### src/rtl/lau_pkg.sv
// Shared options for the arithmetic-unit blocks.
package lau_pkg;

    // FAST uses the tool's native subtractor; SMALL builds an explicit ripple-borrow chain.
    typedef enum logic [0:0] {
        FAST  = 1'b0,
        SMALL = 1'b1
    } speed_e;

endpackage

### src/rtl/SubVZ.sv
// Combinational subtractor S = A - B - CI with two's-complement overflow and an A == B zero flag.
module SubVZ #(
    parameter int              width = 8,
    parameter lau_pkg::speed_e speed = lau_pkg::FAST
) (
    input  logic [width-1:0] a_i,
    input  logic [width-1:0] b_i,
    input  logic             ci_i,
    output logic [width-1:0] s_o,
    output logic             v_o,
    output logic             z_o
);

    generate
        if (speed == lau_pkg::FAST) begin : g_fast
            assign s_o = a_i - b_i - {{(width-1){1'b0}}, ci_i};
        end else begin : g_ripple
            logic [width-1:0] bw;
            assign bw[0] = ci_i;
            for (genvar i = 0; i < width; i++) begin : g_bit
                assign s_o[i] = a_i[i] ^ b_i[i] ^ bw[i];
                if (i < width - 1) begin : g_borrow
                    assign bw[i+1] = (~a_i[i] & b_i[i]) | (~(a_i[i] ^ b_i[i]) & bw[i]);
                end
            end
        end
    endgenerate

    // Overflow: operand signs differ and the result sign differs from the minuend.
    assign v_o = (a_i[width-1] ^ b_i[width-1]) & (a_i[width-1] ^ s_o[width-1]);

    // Only equals (S == 0) when ci_i is 0; callers handle the borrow case themselves.
    assign z_o = (a_i == b_i);

endmodule

### src/rtl/sub_cmp_pipe.sv
// Elastic two-stage subtract/compare pipeline around SubVZ: operand register, result+flag register,
// optional saturation and a sticky overflow flag.
//
// Handshake (both sides): a transfer happens on a rising edge where valid && ready. The producer holds
// its payload stable while valid && !ready; valid_o never drops and res_o/flags never change until the
// transfer completes. ready_o is combinational from ready_i and forced low while rst_i is high.
module sub_cmp_pipe #(
    parameter int              width = 8,
    parameter lau_pkg::speed_e speed = lau_pkg::FAST
) (
    input  logic             clk_i,
    input  logic             rst_i,
    input  logic [width-1:0] a_i,
    input  logic [width-1:0] b_i,
    input  logic             ci_i,
    input  logic             sat_i,
    input  logic             valid_i,
    output logic             ready_o,
    output logic [width-1:0] res_o,
    output logic             n_o,
    output logic             z_o,
    output logic             v_o,
    output logic             lt_o,
    output logic             valid_o,
    input  logic             ready_i,
    output logic             vsticky_o,
    input  logic             clr_sticky_i
);

    localparam logic [width-1:0] SAT_MAX = {1'b0, {(width-1){1'b1}}};
    localparam logic [width-1:0] SAT_MIN = {1'b1, {(width-1){1'b0}}};

    // Stage 1: operand register
    logic             s1_valid_q, s1_valid_d;
    logic [width-1:0] a_q, a_d;
    logic [width-1:0] b_q, b_d;
    logic             ci_q, ci_d;
    logic             sat_q, sat_d;

    // Stage 2: result register
    logic             s2_valid_q, s2_valid_d;
    logic [width-1:0] res_q, res_d;
    logic             n_q, n_d;
    logic             z_q, z_d;
    logic             v_q, v_d;
    logic             lt_q, lt_d;

    logic             sticky_q, sticky_d;

    // Handshake and datapath
    logic             s1_ready;
    logic             s2_ready;
    logic             in_xfer;
    logic             out_xfer;
    logic             s2_load;
    logic [width-1:0] sub_s;
    logic             sub_v;
    logic             sub_z;
    logic             diff_zero;
    logic [width-1:0] sat_res;

    SubVZ #(
        .width (width),
        .speed (speed)
    ) u_sub (
        .a_i  (a_q),
        .b_i  (b_q),
        .ci_i (ci_q),
        .s_o  (sub_s),
        .v_o  (sub_v),
        .z_o  (sub_z)
    );

    assign s2_ready = !s2_valid_q || ready_i;
    assign s1_ready = !s1_valid_q || s2_ready;
    assign ready_o  = s1_ready && !rst_i;
    assign in_xfer  = valid_i && ready_o;
    assign out_xfer = s2_valid_q && ready_i;
    assign s2_load  = s1_valid_q && s2_ready;

    // SubVZ's zero flag ignores the borrow-in, so fall back to a direct compare when ci is set.
    assign diff_zero = ci_q ? (sub_s == '0) : sub_z;

    always_comb begin
        sat_res = sub_s;
        if (sat_q && sub_v) begin
            sat_res = a_q[width-1] ? SAT_MIN : SAT_MAX;
        end
    end

    always_comb begin
        s1_valid_d = s1_valid_q;
        a_d        = a_q;
        b_d        = b_q;
        ci_d       = ci_q;
        sat_d      = sat_q;
        if (in_xfer) begin
            s1_valid_d = 1'b1;
            a_d        = a_i;
            b_d        = b_i;
            ci_d       = ci_i;
            sat_d      = sat_i;
        end else if (s2_load) begin
            s1_valid_d = 1'b0;
        end
    end

    always_comb begin
        s2_valid_d = s2_valid_q;
        res_d      = res_q;
        n_d        = n_q;
        z_d        = z_q;
        v_d        = v_q;
        lt_d       = lt_q;
        if (s2_load) begin
            s2_valid_d = 1'b1;
            res_d      = sat_res;
            n_d        = sub_s[width-1];
            z_d        = diff_zero;
            v_d        = sub_v;
            lt_d       = sub_s[width-1] ^ sub_v;
        end else if (out_xfer) begin
            s2_valid_d = 1'b0;
        end
    end

    // A set from an overflowing transfer takes priority over a simultaneous clear.
    always_comb begin
        sticky_d = sticky_q;
        if (out_xfer && v_q) begin
            sticky_d = 1'b1;
        end else if (clr_sticky_i) begin
            sticky_d = 1'b0;
        end
    end

    always_ff @(posedge clk_i) begin
        if (rst_i) begin
            s1_valid_q <= 1'b0;
            a_q        <= '0;
            b_q        <= '0;
            ci_q       <= 1'b0;
            sat_q      <= 1'b0;
            s2_valid_q <= 1'b0;
            res_q      <= '0;
            n_q        <= 1'b0;
            z_q        <= 1'b0;
            v_q        <= 1'b0;
            lt_q       <= 1'b0;
            sticky_q   <= 1'b0;
        end else begin
            s1_valid_q <= s1_valid_d;
            a_q        <= a_d;
            b_q        <= b_d;
            ci_q       <= ci_d;
            sat_q      <= sat_d;
            s2_valid_q <= s2_valid_d;
            res_q      <= res_d;
            n_q        <= n_d;
            z_q        <= z_d;
            v_q        <= v_d;
            lt_q       <= lt_d;
            sticky_q   <= sticky_d;
        end
    end

    assign valid_o   = s2_valid_q;
    assign res_o     = res_q;
    assign n_o       = n_q;
    assign z_o       = z_q;
    assign v_o       = v_q;
    assign lt_o      = lt_q;
    assign vsticky_o = sticky_q;

endmodule

### config.mk
export PLATFORM = sky130hd
export DESIGN_NAME = sub_cmp_pipe
export DESIGN_NICKNAME = d
export VERILOG_FILES = /design/src/rtl/lau_pkg.sv /design/src/rtl/SubVZ.sv /design/src/rtl/sub_cmp_pipe.sv
export SDC_FILE = /design/constraint.sdc
export NUM_CORES = 1
export LEC_CHECK = 0
export ABC_AREA = 1
export CAP_MARGIN = 20
export CORE_MARGIN = 5
export CORE_UTILIZATION = 52
export CTS_BUF_LIST = sky130_fd_sc_hd__clkbuf_4
export CTS_CLUSTER_DIAMETER = 80
export DETAILED_ROUTE_END_ITERATION = 7
export PLACE_DENSITY_LB_ADDON = 0.1
export SLEW_MARGIN = 20
export SYNTH_ARGS = -nofsm -noshare
export SYNTH_HDL_FRONTEND = slang
export SYNTH_SLANG_ARGS = --single-unit
### constraint.sdc
create_clock -name clk_i -period 2.9 [get_ports clk_i]
set_clock_uncertainty 0.2 [all_clocks]
set_input_delay 0.87 -clock clk_i [delete_from_list [all_inputs] [get_ports clk_i]]
set_output_delay 0.87 -clock clk_i [all_outputs]
set_load 0.01 [all_outputs]
==> impl_results.rst <==
.. list-table::
   :header-rows: 1

   * - Metric
     - Value
   * - Sequential area share after synthesis
     - 0.3672
   * - Static leakage
     - 1.053 nW
   * - Maximum number of pins on one net before global-route repair
     - 37
   * - Highest attainable clock frequency
     - 365.7 MHz
   * - Fraction of the mapped netlist area in compound gates
     - 0.1662
   * - TritonCTS clock tree
     - done
   * - Type of the worst setup path
     - primary input to output pin
   * - Crit path largest cell delay
     - roughly 0.48 ns
   * - Actual slew at the worst max-slew pin
     - 0.3651 ns
   * - Syn_nets
     - 283
   * - MaxCap Viol Count
     - 0
   * - Remaining global-route overflow
     - 0
   * - Sinks on the clock net
     - 33
   * - Wire length after detailed routing
     - 3600 µm
   * - Die width
     - 68.82 µm
   * - Number of remaining DRC errors
     - 0
   * - Length of the first detailed-routing pass in iterations
     - 4
   * - Count of distinct cell types in the synthesized netlist
     - 30
   * - Global-route wire length before repair
     - 5775 µm
   * - Most common library cell in the layout ignoring fill and taps
     - sky130_fd_sc_hd__nand2_1
   * - Clock latency of the later-clocked register in the worst-skew pair
     - 0.34 ns
   * - Smallest setup slack after layout
     - 0.1655 ns
   * - Reg2Reg Setup Slack
     - 0.43 ns
   * - Placed cell area
     - 2233 µm²
   * - Cells after synthesis
     - 246
   * - Family with the most delay on the worst path
     - buffers and inverters
   * - Area of the die
     - 4736 µm²
   * - N_diodes
     - 0
   * - Total via count in the routed design
     - 1631
   * - Pwr/cell area
     - 508.1 nW/µm²
   * - Via count of the first global-routing pass
     - 1363
   * - Hold violation total from the final report
     - 0
   * - Weighted congestion reported at the end of routability-driven placement
     - roughly 0.86
   * - Buffer levels on the longest clock path
     - 2
   * - Maximum vdd ir drop
     - between 0.0002 and 0.0003 V
   * - RSZ-0062 raised after global routing
     - no
   * - Routed wire per std cell
     - 10.75 µm
   * - Worst r2r dst
     - res_o[0]$_SDFFE_PP0P_
   * - Crit path cell chain
     - clkdlybuf4s50_1 > clkinv_1 > nand2_1 > inv_1 > buf_2
   * - Die outline height
     - around 69 µm
   * - Post-synthesis average cell area
     - 7.314 µm²
   * - Starting Density
     - 0.5392
   * - Max transition margin
     - 0.7563
   * - Number of buffers inserted for hold repair after clock tree synthesis
     - 0
   * - Final max-slew violation count
     - 0
   * - Antenna Nets Post-Route
     - 0
   * - Basic-gate share of the synthesized area counting and, or, nand and nor cells
     - 0.2218
   * - Stages on the worst setup path
     - 5
   * - Port Buffer Count
     - 37
   * - Highest net fanout along the worst path
     - 2
   * - Required @ worst endpoint
     - 1.83 ns
   * - Synth warnings
     - 0
   * - Arrival time of data at the critical path endpoint
     - 1.66 ns
   * - Detail-routed via count per cell
     - 4.869
   * - R2r worst-path depth
     - 13
   * - Prevailing post-synth register cell
     - sky130_fd_sc_hd__dfxtp_1
   * - EDFF count, synth
     - 0
   * - Parity-gate share of the synthesized area counting xor and xnor cells
     - 0.03408
   * - Outcome
     - finished, final reports clean
   * - Core footprint
     - ~3300 µm²
   * - Minimum setup slack after placement
     - -0.3718 ns
   * - Class of the tightest hold or removal check
     - register to register
   * - Area delta synth->final
     - 26.91%
   * - Combinational family with the most area after synthesis
     - simple AND/OR/NAND/NOR gates
   * - Post-route design area
     - 2283 µm²
   * - Setup crit end kind
     - output pin
   * - Clock root buffer
     - sky130_fd_sc_hd__clkbuf_4
   * - Cts bufs inserted
     - 5
   * - Crit path buffers/inverters
     - 4
   * - Worst setup path start
     - rst_i
   * - H-tree levels
     - 2
   * - Worst flop-to-flop path startpoint
     - b_q[0]$_SDFFE_PP0P_
   * - Core Rows
     - 21
   * - Non-filler cells, final
     - between 300 and 400
   * - Number of fill cells
     - approximately 320
   * - Share of layout cells above drive strength 1
     - 0.08651
   * - Capturing instance or port of the critical path
     - ready_o
   * - Kind of start point of the critical path
     - primary input
   * - Drt initial violations
     - 70
   * - Final cycle utilization of the critical path
     - 0.9429
   * - Multi-input gate area
     - 952.2 µm²
   * - Total standard cell area after synthesis
     - ~1800 µm²
   * - Clock transition at the registers of the reported paths
     - 0.10 ns
   * - Sequential Area
     - 660.6 µm²
   * - Global routing usage summed across all routing layers
     - 0.1647
   * - Adder and majority cell fraction of the synthesized area
     - 0.1057
   * - Post-detail-place hpwl
     - 2797 µm
   * - Number of antenna violations at the first check in global routing
     - 0
   * - Cells after DPL
     - 327
   * - Highest-count cells in the layout ignoring fill and taps
     - sky130_fd_sc_hd__nand2_1 (60), sky130_fd_sc_hd__inv_1 (37), sky130_fd_sc_hd__clkdlybuf4s50_1 (35)
   * - Number of failing setup endpoints in the final timing report
     - 0
   * - Ports
     - 38
   * - Total of flip-flops plus latches after synthesis
     - 33
   * - Hold Slack
     - 0.2722 ns
   * - Library cell contributing the largest single delay on the critical path
     - sky130_fd_sc_hd__clkdlybuf4s50_1
   * - Portion of netlist area occupied by mux cells
     - 0
   * - Nets
     - roughly 330
   * - Minimum clock period
     - 2.735 ns
   * - Synth async-reset ratio
     - 0
## synth_stat cells (all sizes together), types with 2 or more instances
master | instances | area [µm²]
ha | 12 | 150.1
a21oi | 17 | 88.84
nor2 | 10 | 42.54
buf | 5 | 23.77
xnor2 | 3 | 26.28
o21ai | 17 | 85.08
nor3 | 2 | 10.01
dfxtp | 33 | 660.6
inv | 41 | 153.9
xor2 | 4 | 35.03
o31ai | 13 | 97.59
clkbuf | 2 | 7.510
a31oi | 2 | 12.51
nand4 | 2 | 18.77
nand3 | 11 | 60.06
nand2 | 64 | 247.7
fa | 2 | 40.04
## area by class of cell
cell class / instances / area share
Clock buffer: 5 / 0.01644
Clock inverter: 3 / 0.005479
Inverter: 42 / 0.06904
Multi-Input combinational cell: 164 / 0.4170
Sequential cell: 33 / 0.2893
Tap cell: 46 / 0.02521
Timing Repair Buffer: 42 / 0.1775
## flip-flops by register name, indices dropped and copies added (netlist names)
name / count
vsticky_o: 1
z_o: 1
ci_q: 1
b_q: 8
lt_o: 1
s1_valid_q: 1
res_o: 8
a_q: 8
n_o: 1
sat_q: 1
v_o: 1
valid_o: 1
## routing by layer
metal	GRT usage	vias to the layer above	routed length [µm]
met2	0.2658	41	1618
met5	0	-	0
met4	0.05839	0	50
met1	0.2054	702	1719
met3	0.05348	6	212
li1	-	882	-
## where the power goes
part           switching [W]  internal, W  leakage (nW)  total [W]
Clock               0.000153    0.0000875        0.0300   0.000240
Sequential         0.0000203     0.000489         0.272   0.000509
Combinational       0.000226     0.000185         0.751   0.000411
## worst min path at each step
stage	start	to	slack, ns	depth (start not counted)
finish	vsticky_o$_SDFFE_PP0P_	vsticky_o$_SDFFE_PP0P_	0.27	2
global route	a_q[2]$_SDFFE_PP0P_	a_q[2]$_SDFFE_PP0P_	0.30	2
CTS	vsticky_o$_SDFFE_PP0P_	vsticky_o$_SDFFE_PP0P_	0.28	2
detailed placement	s1_valid_q$_SDFFE_PP0P_	valid_o$_SDFFE_PP0P_	0.27	2
global placement	vsticky_o$_SDFFE_PP0P_	vsticky_o$_SDFFE_PP0P_	0.25	2
floorplan	s1_valid_q$_SDFFE_PP0P_	valid_o$_SDFFE_PP0P_	0.25	2
## worst reg2reg max path, cell delays in order, from the launching register on
cell and delay, ns:
sky130_fd_sc_hd__dfxtp_1 0.35, sky130_fd_sc_hd__inv_1 0.08, sky130_fd_sc_hd__fa_1 0.44, sky130_fd_sc_hd__ha_1 0.31, sky130_fd_sc_hd__nand2_1 0.10, sky130_fd_sc_hd__nand3_2 0.08
sky130_fd_sc_hd__nand2_1 0.09, sky130_fd_sc_hd__nand3_1 0.09, sky130_fd_sc_hd__nand2_1 0.10, sky130_fd_sc_hd__nand2_2 0.08, sky130_fd_sc_hd__nand2_1 0.10, sky130_fd_sc_hd__nand4_2 0.17
sky130_fd_sc_hd__nand2_1 0.12, sky130_fd_sc_hd__a21oi_1 0.07
## cells by family after synthesis
kind of cell             after synthesis
AO/OA/AOI/OAI                         51
XOR/XNOR                               7
adder cells (fa/ha/maj)               14
AND/OR/NAND/NOR                       92
flip-flops                            33
buffers and inverters                 49
## metrics by stage
| stage | util | power (W) | setup TNS [ns] |
|---|---|---|---|
| 3_5_place_dp | 0.6693 | 0.0009315 | -0.3718 |
| 3_3_place_gp | 0.6693 | 0.0009227 | -0.3634 |
| 4_1_cts | 0.6828 | 0.001170 | 0 |
| 6_report | 0.6843 | 0.001160 | 0 |
| 2_1_floorplan | - | 0.0008076 | 0 |
| 5_1_grt | 0.6843 | 0.001249 | 0 |
## timing repair
action / 4_1_cts / 5_1_grt
endpoints found under the hold margin: 0 / 0
setup endpoints to repair: 1 / 1
resized for setup: 4 / 2
buffers inserted: 0 / 0
Power figures use the tool's default switching activity.
